**src/rtl/ags_link_pkg.sv**
```systemverilog
// Shared definitions for the bit-serial AGS link (receiver and transmitter).
// Holds the receiver state encoding, link constants and the NRZI bit rule.
package ags_link_pkg;

   typedef enum logic [1:0] {
      HUNT,
      DATA,
      PAR
   } rx_state_t;

   localparam logic [7:0] AGS_FLAG       = 8'h7E;
   localparam int         AGS_DATA_W     = 8;
   localparam logic       AGS_IDLE_LEVEL = 1'b0;

   // A level change on the line encodes a 1, a steady level encodes a 0.
   function automatic logic nrzi_bit(input logic lvl, input logic prev);
      return lvl ^ prev;
   endfunction

endpackage

```
**src/rtl/ags_frame_receiver_if.sv**
```systemverilog
// Registered byte stream from the AGS receiver to its consumer (valid/ready).
interface ags_frame_receiver_if
   import ags_link_pkg::*;
#(
   parameter int DATA_W = AGS_DATA_W
);

   logic [DATA_W-1:0] data;
   logic              valid;
   logic              ready;

   modport master (output data, output valid, input ready);
   modport slave  (input data, input valid, output ready);

endinterface

```
**src/rtl/ags_frame_receiver_nrzi_decode.sv**
```systemverilog
// NRZI line decoder: remembers the previous line level and emits the decoded bit
// combinationally from that flop, so it adds no latency.
module ags_nrzi_decode
   import ags_link_pkg::*;
#(
   parameter logic IDLE_LEVEL = AGS_IDLE_LEVEL
) (
   input  logic clk,
   input  logic rst,
   input  logic __in0,
   output logic d
);

   logic prev_lvl_q;
   logic prev_lvl_d;

   always_comb begin
      prev_lvl_d = __in0;
   end

   // NOTE: flops use non-blocking assignments so every register samples pre-edge values.
   always_ff @(posedge clk or negedge rst) begin
      if (!rst) begin
         prev_lvl_q <= IDLE_LEVEL;
      end else begin
         prev_lvl_q <= prev_lvl_d;
      end
   end

   assign d = nrzi_bit(__in0, prev_lvl_q);

endmodule

```
**src/rtl/ags_frame_receiver.sv**
```systemverilog
// AGS link receiver: NRZI decode, flag hunt, LSB-first deserialise, registered output.
// Define AGS_RX_PARITY_EN to expect an even-parity bit after each byte and drive frame_err.
module ags_frame_receiver
   import ags_link_pkg::*;
#(
   parameter logic [7:0] FLAG       = AGS_FLAG,
   parameter int         DATA_W     = AGS_DATA_W,
   parameter logic       IDLE_LEVEL = AGS_IDLE_LEVEL
) (
   input  logic                        clk,
   input  logic                        rst,
   input  logic                        __in0,
   ags_frame_receiver_if.master        out_if,
   output logic                        overflow,
   output logic                        frame_err
);

   localparam int             CNT_W    = (DATA_W > 1) ? $clog2(DATA_W) : 1;
   localparam logic [CNT_W-1:0] CNT_LAST = CNT_W'(DATA_W - 1);

   rx_state_t         state_q, state_d;
   logic [7:0]        shreg_q, shreg_d, shreg_shift;
   logic [CNT_W-1:0]  cnt_q, cnt_d;
   logic [DATA_W-1:0] acc_q, acc_d;
   logic [DATA_W-1:0] out_data_q, out_data_d;
   logic              out_valid_q, out_valid_d;
   logic              overflow_q, overflow_d;
   logic              d;
   logic              commit;
   logic [DATA_W-1:0] commit_byte;
`ifdef AGS_RX_PARITY_EN
   logic              frame_err_q, frame_err_d;
`endif

   ags_nrzi_decode #(.IDLE_LEVEL(IDLE_LEVEL)) u_nrzi (
      .clk   (clk),
      .rst   (rst),
      .__in0 (__in0),
      .d     (d)
   );

   // Flag match uses the value after this cycle's shift, i.e. on the flag's last bit.
   assign shreg_shift = 8'({d, shreg_q} >> 1);

   always_comb begin
      // NOTE: defaults first, so no path through the case leaves a signal unassigned (no latches).
      state_d     = state_q;
      shreg_d     = shreg_q;
      cnt_d       = cnt_q;
      acc_d       = acc_q;
      commit      = 1'b0;
      commit_byte = acc_q;
`ifdef AGS_RX_PARITY_EN
      frame_err_d = 1'b0;
`endif
      case (state_q)
         HUNT: begin
            shreg_d = shreg_shift;
            if (shreg_shift == FLAG) begin
               state_d = DATA;
               cnt_d   = '0;
            end
         end
         DATA: begin
            acc_d[cnt_q] = d;
            cnt_d        = cnt_q + 1'b1;
            if (cnt_q == CNT_LAST) begin
`ifdef AGS_RX_PARITY_EN
               state_d = PAR;
`else
               commit      = 1'b1;
               commit_byte = acc_d;
               state_d     = HUNT;
               shreg_d     = '0;
`endif
            end
         end
         PAR: begin
            state_d = HUNT;
            shreg_d = '0;
`ifdef AGS_RX_PARITY_EN
            if (d == ^acc_q) commit = 1'b1;
            else             frame_err_d = 1'b1;
`endif
         end
         default: state_d = HUNT;
      endcase
   end

   // A byte arriving while the previous one is still unconsumed is dropped.
   always_comb begin
      out_data_d  = out_data_q;
      out_valid_d = out_valid_q;
      overflow_d  = overflow_q;
      if (commit && (!out_valid_q || out_if.ready)) begin
         out_data_d  = commit_byte;
         out_valid_d = 1'b1;
      end else if (commit) begin
         overflow_d = 1'b1;
      end else if (out_valid_q && out_if.ready) begin
         out_valid_d = 1'b0;
      end
   end

   always_ff @(posedge clk or negedge rst) begin
      if (!rst) begin
         state_q     <= HUNT;
         shreg_q     <= '0;
         cnt_q       <= '0;
         acc_q       <= '0;
         out_data_q  <= '0;
         out_valid_q <= 1'b0;
         overflow_q  <= 1'b0;
      end else begin
         state_q     <= state_d;
         shreg_q     <= shreg_d;
         cnt_q       <= cnt_d;
         acc_q       <= acc_d;
         out_data_q  <= out_data_d;
         out_valid_q <= out_valid_d;
         overflow_q  <= overflow_d;
      end
   end

`ifdef AGS_RX_PARITY_EN
   always_ff @(posedge clk or negedge rst) begin
      if (!rst) frame_err_q <= 1'b0;
      else      frame_err_q <= frame_err_d;
   end
   assign frame_err = frame_err_q;
`else
   assign frame_err = 1'b0;
`endif

   assign out_if.data  = out_data_q;
   assign out_if.valid = out_valid_q;
   assign overflow     = overflow_q;

endmodule

```
**src/flat_wrapper.sv**
```systemverilog
// flat-port wrapper written by rule: the top's interface ports become plain ports
module ags_frame_receiver_flat import ags_link_pkg::*;
#(
   parameter logic [7:0] FLAG       = AGS_FLAG,
   parameter int         DATA_W     = AGS_DATA_W,
   parameter logic       IDLE_LEVEL = AGS_IDLE_LEVEL
)
  (clk, rst, __in0, overflow, frame_err, out_if_data, out_if_valid, out_if_ready);
  ags_frame_receiver_if #(.DATA_W(DATA_W)) out_if_i ();
  input  logic clk;
  input  logic rst;
  input  logic __in0;
  output logic overflow;
  output logic frame_err;
  output wire logic [$bits(out_if_i.data)-1:0] out_if_data;
  output wire logic [$bits(out_if_i.valid)-1:0] out_if_valid;
  input wire logic [$bits(out_if_i.ready)-1:0] out_if_ready;
  assign out_if_data = out_if_i.data;
  assign out_if_valid = out_if_i.valid;
  assign out_if_i.ready = out_if_ready;
  ags_frame_receiver #(.FLAG(FLAG), .DATA_W(DATA_W), .IDLE_LEVEL(IDLE_LEVEL)) u_core (.clk(clk), .rst(rst), .__in0(__in0), .out_if(out_if_i), .overflow(overflow), .frame_err(frame_err));
endmodule
```
**config.mk**
```make
export PLATFORM = sky130hd
export DESIGN_NAME = ags_frame_receiver_flat
export DESIGN_NICKNAME = d
export VERILOG_FILES = /design/src/rtl/ags_link_pkg.sv /design/src/rtl/ags_frame_receiver_if.sv /design/src/rtl/ags_frame_receiver_nrzi_decode.sv /design/src/rtl/ags_frame_receiver.sv /design/src/flat_wrapper.sv
export SDC_FILE = /design/constraint.sdc
export NUM_CORES = 1
export LEC_CHECK = 0
export ABC_AREA = 1
export BUFFER_PORTS_ARGS = -buffer_cell sky130_fd_sc_hd__buf_2
export CORE_MARGIN = 2
export CORE_UTILIZATION = 57
export DETAILED_ROUTE_END_ITERATION = 10
export MAX_ROUTING_LAYER = met4
export PLACE_DENSITY = 0.75
export SETUP_SLACK_MARGIN = 0.15
export SLEW_MARGIN = 20
export SYNTH_ARGS = -nofsm -noshare
export SYNTH_HDL_FRONTEND = slang
export SYNTH_SLANG_ARGS = --single-unit
```
**constraint.sdc**
```tcl
create_clock -name clk -period 1.6 [get_ports clk]
set_input_delay 0.48 -clock clk [delete_from_list [all_inputs] [get_ports clk]]
set_output_delay 0.48 -clock clk [all_outputs]
set_load 0.1 [all_outputs]
```
==> flow_summary.json <==
{
  "ant_nets": 0,
  "worstReg2RegStart": "u_core.cnt_q[1]",
  "std_cell_rows": 18,
  "crit_path_end_kind": "primary output",
  "syn2layout_area_growth_pct": 17.7,
  "asyncSetResetFlopFracSynth_pct": 100,
  "run_status": "complete, no violations",
  "setup_tns_ns": 0,
  "path_delay_family": "flip-flops",
  "synth_fp_nets": 179,
  "critPathMaxStageDelay_ns": 0.40,
  "mappedNetlistArea_mm2": 0.00142,
  "synth_commonest_cells": "59 x nand2_1, 30 x dfrtp_1, 26 x inv_1, 24 x nand3_1, 7 x o22ai_1",
  "place_inst": 217,
  "setup.worst_path.start_class": "flip-flop",
  "cts_tree": "done",
  "cp.depth": 1,
  "cts_root_buffer": "clkbuf_4",
  "finalPower_uw": 3080,
  "synth_edf_count": 0,
  "finalNetCount": 200,
  "power.switching_uw": 1400,
  "power.clock.fraction_pct": 13.2,
  "drt_first_iter_violations": 27,
  "synth-seq-area-share_pct": 52.7,
  "synth.ff_latch_count": 30,
  "drv.max_cap_violation_count": 0,
  "finalHoldViolCount": 0,
  "drcViolationCount": 0,
  "ys_dominant_reg_cell": "dfrtp_1",
  "period_needed_ns": 1.42,
  "maxSlewViolCount": 0,
  "timing.critical_path.cells": "buf_8",
  "placeableCoreArea_mm2": 0.00243,
  "globalplace.congestion": 0.850,
  "route.detailed.vias_per_inst": 5.12,
  "setup_viol_count_final": 0,
  "synth.most_common_cell": "nand2_1",
  "largest_cells_by_area_after_synthesis": "dfrtp_1 53%, nand2_1 16%, nand3_1 8.4%, inv_1 6.9%, o22ai_1 3.1%",
  "yosys.cell_types.count": 20,
  "numCtsBuffers": 5,
  "die_width_um": 54.0,
  "required_time_reported_for_the_critical_path_endpoint_ns": 1.12,
  "top_level_ports": 15,
  "leakagePower_uw": 0.000909,
  "grt_setup_unrepaired": "false",
  "power.share.combinational_pct": 47.6,
  "clkLatencyLatePin_ns": 0.32,
  "grt_antenna_before_repair": 0,
  "globalRouteOverflowTotal": 0,
  "switching_share_pct": 45.4,
  "max_clock_freq_ghz": 0.705,
  "track_usage_pct": 23.1,
  "worst-path-buf-inv": 1,
  "die_h_um": 54.0,
  "grt_max_degree": 19,
  "cp_max_fo": 2,
  "powerDensity_mw_per_mm2": 1840,
  "worst_ep_arrival_time_ns": 0.94,
  "cts_max_level": 2,
  "place_hpwl_um": 1940,
  "max-vdd-ir-drop_mv": 1.28,
  "grt_first_pass_wirelength_um": 4450,
  "wire_per_inst_um": 11.9,
  "setup.worst_path.start": "u_core.out_if.data[2]",
  "r2r_cells": 7,
  "vias": 1146,
  "cell_internal_pwr_uw": 1680,
  "layout.cells.non_filler": 224,
  "slowest_cp_cell": "dfrtp_1",
  "first_global_vias": 1091,
  "antenna_cells": 0,
  "holdCritPathClass": "primary input to async pin",
  "final_min_period_over_clock_period_pct": 88.6,
  "fraction_of_final_layout_cells_with_drive_strength_greater_than_1_pct": 16.0,
  "yosysTopAreaCellShare_pct": 52.7,
  "design.die.area_mm2": 0.00291,
  "timing_worst_setup_path_type": "flip-flop to primary output",
  "first_pass_iters": 5,
  "numClockSinks": 30,
  "flop_pwr_share_pct": 39.2,
  "post_synth.cell_area_avg_um2": 8.23,
  "deepest_clock_path_buffer_count": 2,
  "cts_post_setup_buffers_inserted": 0,
  "initial_core_util_pct": 58.5,
  "post-synth-top-area-cell": "dfrtp_1",
  "clk_pin_slew_worst_paths_ns": 0.09,
  "post_synth_inst_count": 173,
  "io_buffers": 13,
  "postRouteWirelength_um": 2660,
  "timing.clock.skew_ns": 0.0121,
  "ys_warn_count": 0
}
-- cell usage in the layout, fill, tap and decap left out --
| cell type | Yosys | layout |
|---|---|---|
| buf_4 | 2 | 5 |
| inv_1 | 26 | 26 |
| o22ai_1 | 7 | 7 |
| or2_1 | 1 | 1 |
| clkbuf_1 | 0 | 2 |
| inv_2 | 1 | 1 |
| nor2_1 | 5 | 5 |
| clkbuf_4 | 0 | 5 |
| o21ai_1 | 1 | 1 |
| buf_8 | 0 | 2 |
| nor2_8 | 1 | 1 |
| o21bai_1 | 3 | 3 |
| buf_6 | 1 | 7 |
| nand2_2 | 1 | 2 |
| nand2_4 | 1 | 1 |
| nand2_1 | 59 | 58 |
| o21ai_0 | 4 | 4 |
| buf_12 | 0 | 2 |
| conb_1 | 1 | 1 |
| nand3_1 | 24 | 24 |
| nor2_4 | 1 | 1 |
| buf_2 | 2 | 3 |
| ha_1 | 2 | 2 |
| dfrtp_1 | 30 | 29 |
| dfrtp_2 | 0 | 1 |
-- routing by layer --
metal	GRT usage, %	vias up	part of all wire, %
li1	-	581	-
met1	27.2	539	45
met3	5.83	5	3.3
met5	-	-	0
met4	12.9	0	1.6
met2	36.2	21	50
-- stage by stage --
| stage | cell area, um2 | hold slack, ns | worst slack, ns | utilization, % |
|---|---|---|---|---|
| 4_1_cts | 1660 | 0.0314 | 0.163 | 68.1 |
| 6_report | 1680 | 0.0311 | 0.183 | 68.9 |
| 3_5_place_dp | 1550 | 0.388 | 0.206 | 63.7 |
| 2_1_floorplan | 1430 | 0.184 | 0.182 | - |
| 5_1_grt | 1680 | 0.0361 | 0.151 | 68.9 |
| 3_3_place_gp | 1550 | 0.383 | 0.265 | 63.7 |
-- final cells by class --
class | instances | area [um2]
Fill cell | 197 | 757
Sequential cell | 30 | 752
Multi-Input combinational cell | 111 | 538
Timing Repair Buffer | 19 | 201
Inverter | 27 | 101
Clock buffer | 7 | 45.0
Tap cell | 30 | 37.5
-- kinds of logic (layout without fill, tap and decap cells) --
| family | after synthesis | count (layout) | synth area share (%) |
|---|---|---|---|
| simple gates | 93 | 93 | 29.2 |
| buf+inv | 32 | 53 | 9.67 |
| flops | 30 | 30 | 52.7 |
| compound gates | 15 | 15 | 6.41 |
| fa+ha+maj | 2 | 2 | 1.76 |
| other cells | 1 | 1 | 0.263 |
-- power by group through the flow --
stage	Clock, uW	Sequential [uW]	Combinational, uW
final	407	1210	1470
after global routing	449	1250	1650
after floorplan	0	1540	752
after global placement	0	1190	1340
after CTS	418	1200	1450
after detailed placement	0	1200	1390
-- final timing paths --
path,slack (ns),endpoint
worst max-delay path,0.18,out_if_data[2]
worst min-delay path,0.03,u_core.overflow
worst max register to register,0.23,u_core.out_if.data[7]
worst min register to register,0.49,u_core.acc_q[0]
max in group asynchronous,1.17,u_core.shreg_q[4]
min in group clk,0.31,u_core.u_nrzi.prev_lvl_q
-- what timing repair did --
| item | 4_1_cts | 5_1_grt |
|---|---|---|
| gates resized for setup | 20 | 5 |
| setup endpoints to repair | 10 | 6 |
| hold buffers | 0 | 0 |
-- sequential cells by signal (all words and copies together) (netlist names) --
signal and cells:
u_core.acc_q 8, u_core.out_if.data 8, u_core.shreg_q 7, u_core.cnt_q 3, u_core.out_if.valid 1, u_core.overflow 1
u_core.state_q 1, u_core.u_nrzi.prev_lvl_q 1
No activity file was read; power rests on OpenSTA's default activity.
